File: src/rtl/pipe_hazard_ctrl_pkg.sv
// Shared types for the pipeline hazard sequencer: FSM states, register-index
// width and the per-register control bundle.
package pipe_pkg;

  localparam int REG_W = 5;

  typedef enum logic {
    S_RUN      = 1'b0,
    S_MEM_WAIT = 1'b1
  } state_e;

  // en/flush index order: [3]=IF_ID, [2]=ID_EX, [1]=EX_MEM, [0]=MEM_WB
  typedef struct packed {
    logic       pc_en;
    logic       pc_src;
    logic [3:0] en;
    logic [3:0] flush;
  } ctrl_t;

  localparam ctrl_t CTRL_IDLE = '{pc_en: 1'b0, pc_src: 1'b0, en: 4'b0000, flush: 4'b0000};
  localparam ctrl_t CTRL_RUN  = '{pc_en: 1'b1, pc_src: 1'b0, en: 4'b1111, flush: 4'b0000};

endpackage

File: src/rtl/pipe_hazard_ctrl_detect.sv
// Combinational load-use comparator: flags an ID instruction that reads the
// destination of a load currently in EX.
module pipe_hazard_detect #(
  parameter int REG_W = 5
) (
  input  logic [REG_W-1:0] id_rs_i,
  input  logic [REG_W-1:0] id_rt_i,
  input  logic             id_uses_rt_i,
  input  logic             ex_memread_i,
  input  logic [REG_W-1:0] ex_wreg_i,
  output logic             load_use_o
);

  logic rs_hit;
  logic rt_hit;

  // Register 0 is hardwired, so a load targeting it never creates a dependency.
  assign rs_hit     = (ex_wreg_i == id_rs_i);
  assign rt_hit     = id_uses_rt_i && (ex_wreg_i == id_rt_i);
  assign load_use_o = ex_memread_i && (ex_wreg_i != '0) && (rs_hit || rt_hit);

endmodule

File: src/rtl/pipe_hazard_ctrl.sv
// Central stall/flush sequencer for the 5-stage pipeline.
// Optional performance counters enabled by defining PIPE_PERF_CNT_EN.
module pipe_hazard_ctrl #(
  parameter int REG_W       = pipe_pkg::REG_W,
  parameter int MEM_TIMEOUT = 16,
  parameter int CNT_W       = 16
) (
  input  logic             clk,
  input  logic             rst,
  input  logic [REG_W-1:0] id_rs,
  input  logic [REG_W-1:0] id_rt,
  input  logic             id_uses_rt,
  input  logic             id_ex_memread,
  input  logic [REG_W-1:0] id_ex_wreg,
  input  logic             ex_mem_branch,
  input  logic             ex_mem_zero,
  input  logic             dmem_req,
  input  logic             dmem_ready,
  output logic             pc_en,
  output logic             pc_src,
  output logic             if_id_en,
  output logic             id_ex_en,
  output logic             ex_mem_en,
  output logic             mem_wb_en,
  output logic             if_id_flush,
  output logic             id_ex_flush,
  output logic             ex_mem_flush,
  output logic             mem_wb_flush,
`ifdef PIPE_PERF_CNT_EN
  output logic [CNT_W-1:0] stall_cycles,
  output logic [CNT_W-1:0] flush_events,
  output logic [CNT_W-1:0] memwait_cycles,
`endif
  output logic             timeout_err
);

  import pipe_pkg::*;

  localparam int WC_W = $clog2(MEM_TIMEOUT + 1);

  state_e          state_q, state_d;
  logic [WC_W-1:0] wait_cnt_q, wait_cnt_d;
  logic            timeout_err_q, timeout_err_d;
  logic            load_use, mem_wait, timeout_hit, stall_mem, branch_taken, lu_stall;
  ctrl_t           ctrl;

  pipe_hazard_detect #(.REG_W(REG_W)) u_detect (
    .id_rs_i      (id_rs),
    .id_rt_i      (id_rt),
    .id_uses_rt_i (id_uses_rt),
    .ex_memread_i (id_ex_memread),
    .ex_wreg_i    (id_ex_wreg),
    .load_use_o   (load_use)
  );

  always_comb begin
    // Once waiting, only dmem_ready releases the stall.
    mem_wait      = (state_q == S_MEM_WAIT) ? !dmem_ready : (dmem_req && !dmem_ready);
    timeout_hit   = mem_wait && (wait_cnt_q == WC_W'(MEM_TIMEOUT - 1));
    stall_mem     = mem_wait && !timeout_hit;
    branch_taken  = ex_mem_branch && ex_mem_zero && !stall_mem;
    lu_stall      = load_use && !stall_mem && !branch_taken;
    ctrl          = CTRL_RUN;
    state_d       = state_q;
    wait_cnt_d    = wait_cnt_q;
    timeout_err_d = timeout_err_q;
    if (stall_mem) begin
      ctrl.pc_en    = 1'b0;
      ctrl.en[3:1]  = 3'b000;
      ctrl.flush[0] = 1'b1;
      state_d       = S_MEM_WAIT;
      wait_cnt_d    = wait_cnt_q + 1'b1;
    end else begin
      state_d    = S_RUN;
      wait_cnt_d = '0;
      // A timed-out access advances as if ready but its result is dropped.
      if (timeout_hit) begin
        timeout_err_d = 1'b1;
        ctrl.flush[0] = 1'b1;
      end
      if (branch_taken) begin
        ctrl.pc_src     = 1'b1;
        ctrl.flush[3:1] = 3'b111;
      end else if (lu_stall) begin
        ctrl.pc_en    = 1'b0;
        ctrl.en[3]    = 1'b0;
        ctrl.flush[2] = 1'b1;
      end
    end
    if (rst) begin
      ctrl = CTRL_IDLE;
    end
  end

  always_ff @(posedge clk) begin
    if (rst) begin
      state_q       <= S_RUN;
      wait_cnt_q    <= '0;
      timeout_err_q <= 1'b0;
    end else begin
      state_q       <= state_d;
      wait_cnt_q    <= wait_cnt_d;
      timeout_err_q <= timeout_err_d;
    end
  end

  assign pc_en        = ctrl.pc_en;
  assign pc_src       = ctrl.pc_src;
  assign if_id_en     = ctrl.en[3];
  assign id_ex_en     = ctrl.en[2];
  assign ex_mem_en    = ctrl.en[1];
  assign mem_wb_en    = ctrl.en[0];
  assign if_id_flush  = ctrl.flush[3];
  assign id_ex_flush  = ctrl.flush[2];
  assign ex_mem_flush = ctrl.flush[1];
  assign mem_wb_flush = ctrl.flush[0];
  assign timeout_err  = timeout_err_q;

`ifdef PIPE_PERF_CNT_EN
  logic [CNT_W-1:0] stall_cnt_q, flush_cnt_q, memwait_cnt_q;

  function automatic logic [CNT_W-1:0] sat_inc(input logic [CNT_W-1:0] v);
    return (&v) ? v : v + 1'b1;
  endfunction

  always_ff @(posedge clk) begin
    if (rst) begin
      stall_cnt_q   <= '0;
      flush_cnt_q   <= '0;
      memwait_cnt_q <= '0;
    end else begin
      if (lu_stall)     stall_cnt_q   <= sat_inc(stall_cnt_q);
      if (branch_taken) flush_cnt_q   <= sat_inc(flush_cnt_q);
      if (mem_wait)     memwait_cnt_q <= sat_inc(memwait_cnt_q);
    end
  end

  assign stall_cycles   = stall_cnt_q;
  assign flush_events   = flush_cnt_q;
  assign memwait_cycles = memwait_cnt_q;
`endif

endmodule

File: config.mk
export PLATFORM = sky130hd
export DESIGN_NAME = pipe_hazard_ctrl
export DESIGN_NICKNAME = d
export VERILOG_FILES = /design/src/rtl/pipe_hazard_ctrl_pkg.sv /design/src/rtl/pipe_hazard_ctrl_detect.sv /design/src/rtl/pipe_hazard_ctrl.sv
export SDC_FILE = /design/constraint.sdc
export NUM_CORES = 1
export LEC_CHECK = 0
export BUFFER_PORTS_ARGS = -buffer_cell sky130_fd_sc_hd__buf_4
export CORE_MARGIN = 3
export CORE_UTILIZATION = 30
export DETAILED_ROUTE_END_ITERATION = 16
export GPL_TIMING_DRIVEN = 0
export PLACE_DENSITY = 0.7
export SYNTH_ARGS = -nofsm -noshare
export SYNTH_HDL_FRONTEND = slang
export SYNTH_SLANG_ARGS = --single-unit
File: constraint.sdc
create_clock -name clk -period 2.3 [get_ports clk]
set_input_delay 0.46 -clock clk [delete_from_list [all_inputs] [get_ports clk]]
set_output_delay 0.46 -clock clk [all_outputs]
set_load 0.03 [all_outputs]
==> key figures <==
Synth
  • FFs w/ async S/R, synth: 0
  • Synth top cells by count: 11 x xnor2_1, 7 x dfxtp_1, 7 x nor2_1
  • Synth cell types: 21
  • Synth top area share: 0.307
  • Number of flops mapped to enable cells by yosys: 0
  • Sequential area share after synthesis: 0.307
  • Gate Count Post-Synth: 54
  • Most frequent cell after synthesis: xnor2_1
  • Synthesized net count: 79
  • Mapped Avg Cell Area: 8.46 sq um
  • YS warnings: 0
  • Primary flip-flop cell chosen by synthesis mapping: dfxtp_1
  • Mapped Area: 457 sq um
  • Yosys reg bits: 7
  • Cell taking the most area after synthesis: dfxtp_1
  • Synth top area cells: dfxtp_1 31%, xnor2_1 21%, buf_4 6.6%, nor2_1 5.8%, ha_1 5.5%

Final layout
  • Area Overhead vs Synth: 72.6%
  • Fraction of layout cells with a size suffix above 1: 0.538
  • Multi-input logic area: 310 sq um
  • Fillers: 134
  • Register area: 140 sq um
  • Fin util: 0.577
  • Nets: 117
  • # diodes: 0

Route
  • DR vias: 491
  • DR WL/cell: 10.3 um
  • Met1 Wirelength: 380 um
  • Iteration-0 DRC Markers: 2
  • Drt first pass iters: 2
  • DRT antenna net count: 0
  • DR WL met3: 109 um
  • Via density: 4.63
  • Met2 WL: 594 um
  • Final WL: 1.10 mm
  • DRC violations left: 0
  • Max layer used: met4

Global route
  • Pin count of the biggest net entering global routing: 6
  • Global-route wire length before repair: 1.78 mm
  • Vias in the first global route: 486
  • Antenna violations before repair: 0
  • Remaining global-route overflow: 0
  • GRT Util Overall: 0.119

Floorplanning
  • FP Rows: 13
  • Die height: 45.0 um
  • # IOs: 34
  • Die span in x: 45.0 um
  • Die ar.: 0.00203 sq mm
  • Core Area: 0.00137 sq mm
  • Initial Utilization: 0.334

Placed design
  • DP HPWL: 962 um
  • Gp weighted congestion: 0.667
  • Port-buffer cells: 33

Clocking
  • CTS buffer count: 3
  • Setup Fix Bufs, Post-CTS: 0
  • Hold-fix buffers, CTS: 0
  • Clk_lat worst skew: 0.24 ns
  • CTS tree: yes
  • CTS Sinks: 7
  • Bufs on Longest Clock Path: 2
  • Worst-path clk slew: 0.05 ns
  • H-tree depth: 1
  • Root buffer cell: clkbuf_4

Status
  • Status: finished, final reports clean

Timing
  • Min Tclk post-route: 2.21 ns
  • Hold slack: 0.449 ns
  • Setup TNS: 0 ns
  • Hold Vio Cnt, Final: 0
  • Tcrit/Tclk final: 0.959
  • Fmax: 0.453 GHz
  • Clk_skew: 0.000754 ns
  • Final setup violation count: 0
  • Final count of pins violating max slew: 0
  • RSZ-0062 raised after global routing: false
  • Slew @ Worst Pin: 0.338 ns
  • Slew HR: 0.774

Setup path
  • Critical Setup Path Class: in2out
  • Crit path top cell by count: buf_4
  • Delay of the slowest critical-path stage: 0.52 ns
  • End of the critical path: pc_en
  • CP delay by family, top: simple AND/OR/NAND/NOR gates
  • Crit path cell chain: buf_4 -> or4_4 -> o21ai_2 -> a21oi_1 -> a21oi_2 -> buf_4 -> buf_4
  • Reg2reg end: wait_cnt_q[1]
  • Buf/Inv on CP: 3
  • Worst Path Max Fanout: 3
  • CP required: 1.84 ns
  • Crit start category: input pin
  • CP max stage cell: or4_4
  • Worst setup EP type: primary output
  • Arr. time, crit path: 1.75 ns
  • Reg2reg path depth: 6
  • R2R Setup Slk: 0.73 ns
  • CP Depth: 7
  • Reg2reg start: wait_cnt_q[0]
  • Worst Setup SP: id_ex_wreg[1]

Power
  • PwrDens: 433 mW/mm^2
  • Leakage: 0.372 nW
  • Worst VDD drop: 0.208 mV

Flow run
  • Max-cap violations: 0

Min path
  • HP Class: reg2reg
[through the flow]
step / worst slack (ns) / instance area (sq um) / power (mW) / std cells
after CTS: 0.00549 / 756 / 0.346 / 106
after detailed placement: 0.0806 / 727 / 0.238 / 102
after global routing: 0.0254 / 788 / 0.371 / 106
after floorplan: 0.0782 / 460 / 0.184 / 54
after global placement: 0.113 / 727 / 0.235 / 102
final: 0.0942 / 788 / 0.342 / 106
[state kept, by name, summed over array words and instances, names as in the netlist]
name         flops
state_q          1
timeout_err      1
wait_cnt_q       5
[cell type report]
cell class                 count  area share
timing repair buffer          33       0.314
tap                           15      0.0238
sequential                     7       0.178
buffer                         4      0.0381
inverter                       4      0.0190
multi-input combinational     39       0.394
clock buffer                   4      0.0333
[report_power, final]
group	leakage [nW]	internal [mW]	switching, mW
registers	0.0567	0.124	0.000985
logic	0.300	0.0595	0.0534
clock network	0.0150	0.0657	0.0383
total	0.372	0.249	0.0927
[metal layers]
metal | up-vias | GRT usage
li1 | 250 | -
met1 | 213 | 0.118
met2 | 26 | 0.220
met3 | 2 | 0.0398
met4 | 0 | 0.0526
met5 | - | 0
[layout by cell type (no fill, tap or decap), types with 2 or more instances in the layout]
cell,Yosys,final
nor2_1,7,6
clkbuf_4,0,3
nand2_1,3,3
nand3_1,2,2
dfxtp_1,7,7
inv_1,3,3
xnor2_1,11,11
buf_4,4,37
[logic make-up (layout without fill, tap and decap cells)]
group           after synthesis  in the layout  synth area share
simple gates                 17             17             0.184
xor+xnor                     12             12             0.230
compound gates                8              8             0.126
buf+inv                       8             45            0.0986
flops                         7              7             0.307
fa+ha+maj                     2              2            0.0548
[worst min path at each step]
stage / startpoint / endpoint / slack [ns] / cells after the start
2_1_floorplan: wait_cnt_q[0] / wait_cnt_q[0] / 0.42 / 1
3_3_place_gp: wait_cnt_q[0] / wait_cnt_q[0] / 0.43 / 1
3_5_place_dp: wait_cnt_q[0] / wait_cnt_q[0] / 0.44 / 1
4_1_cts: wait_cnt_q[0] / wait_cnt_q[0] / 0.45 / 1
5_1_grt: wait_cnt_q[0] / wait_cnt_q[0] / 0.49 / 1
6_report: wait_cnt_q[0] / wait_cnt_q[0] / 0.45 / 1
[what timing repair did]
| item | CTS | global route |
|---|---|---|
| endpoints found under the setup margin | 3 | 5 |
| resized for setup | 1 | 6 |
| pin swaps | 1 | 1 |
(Power assumes the default switching activity.)
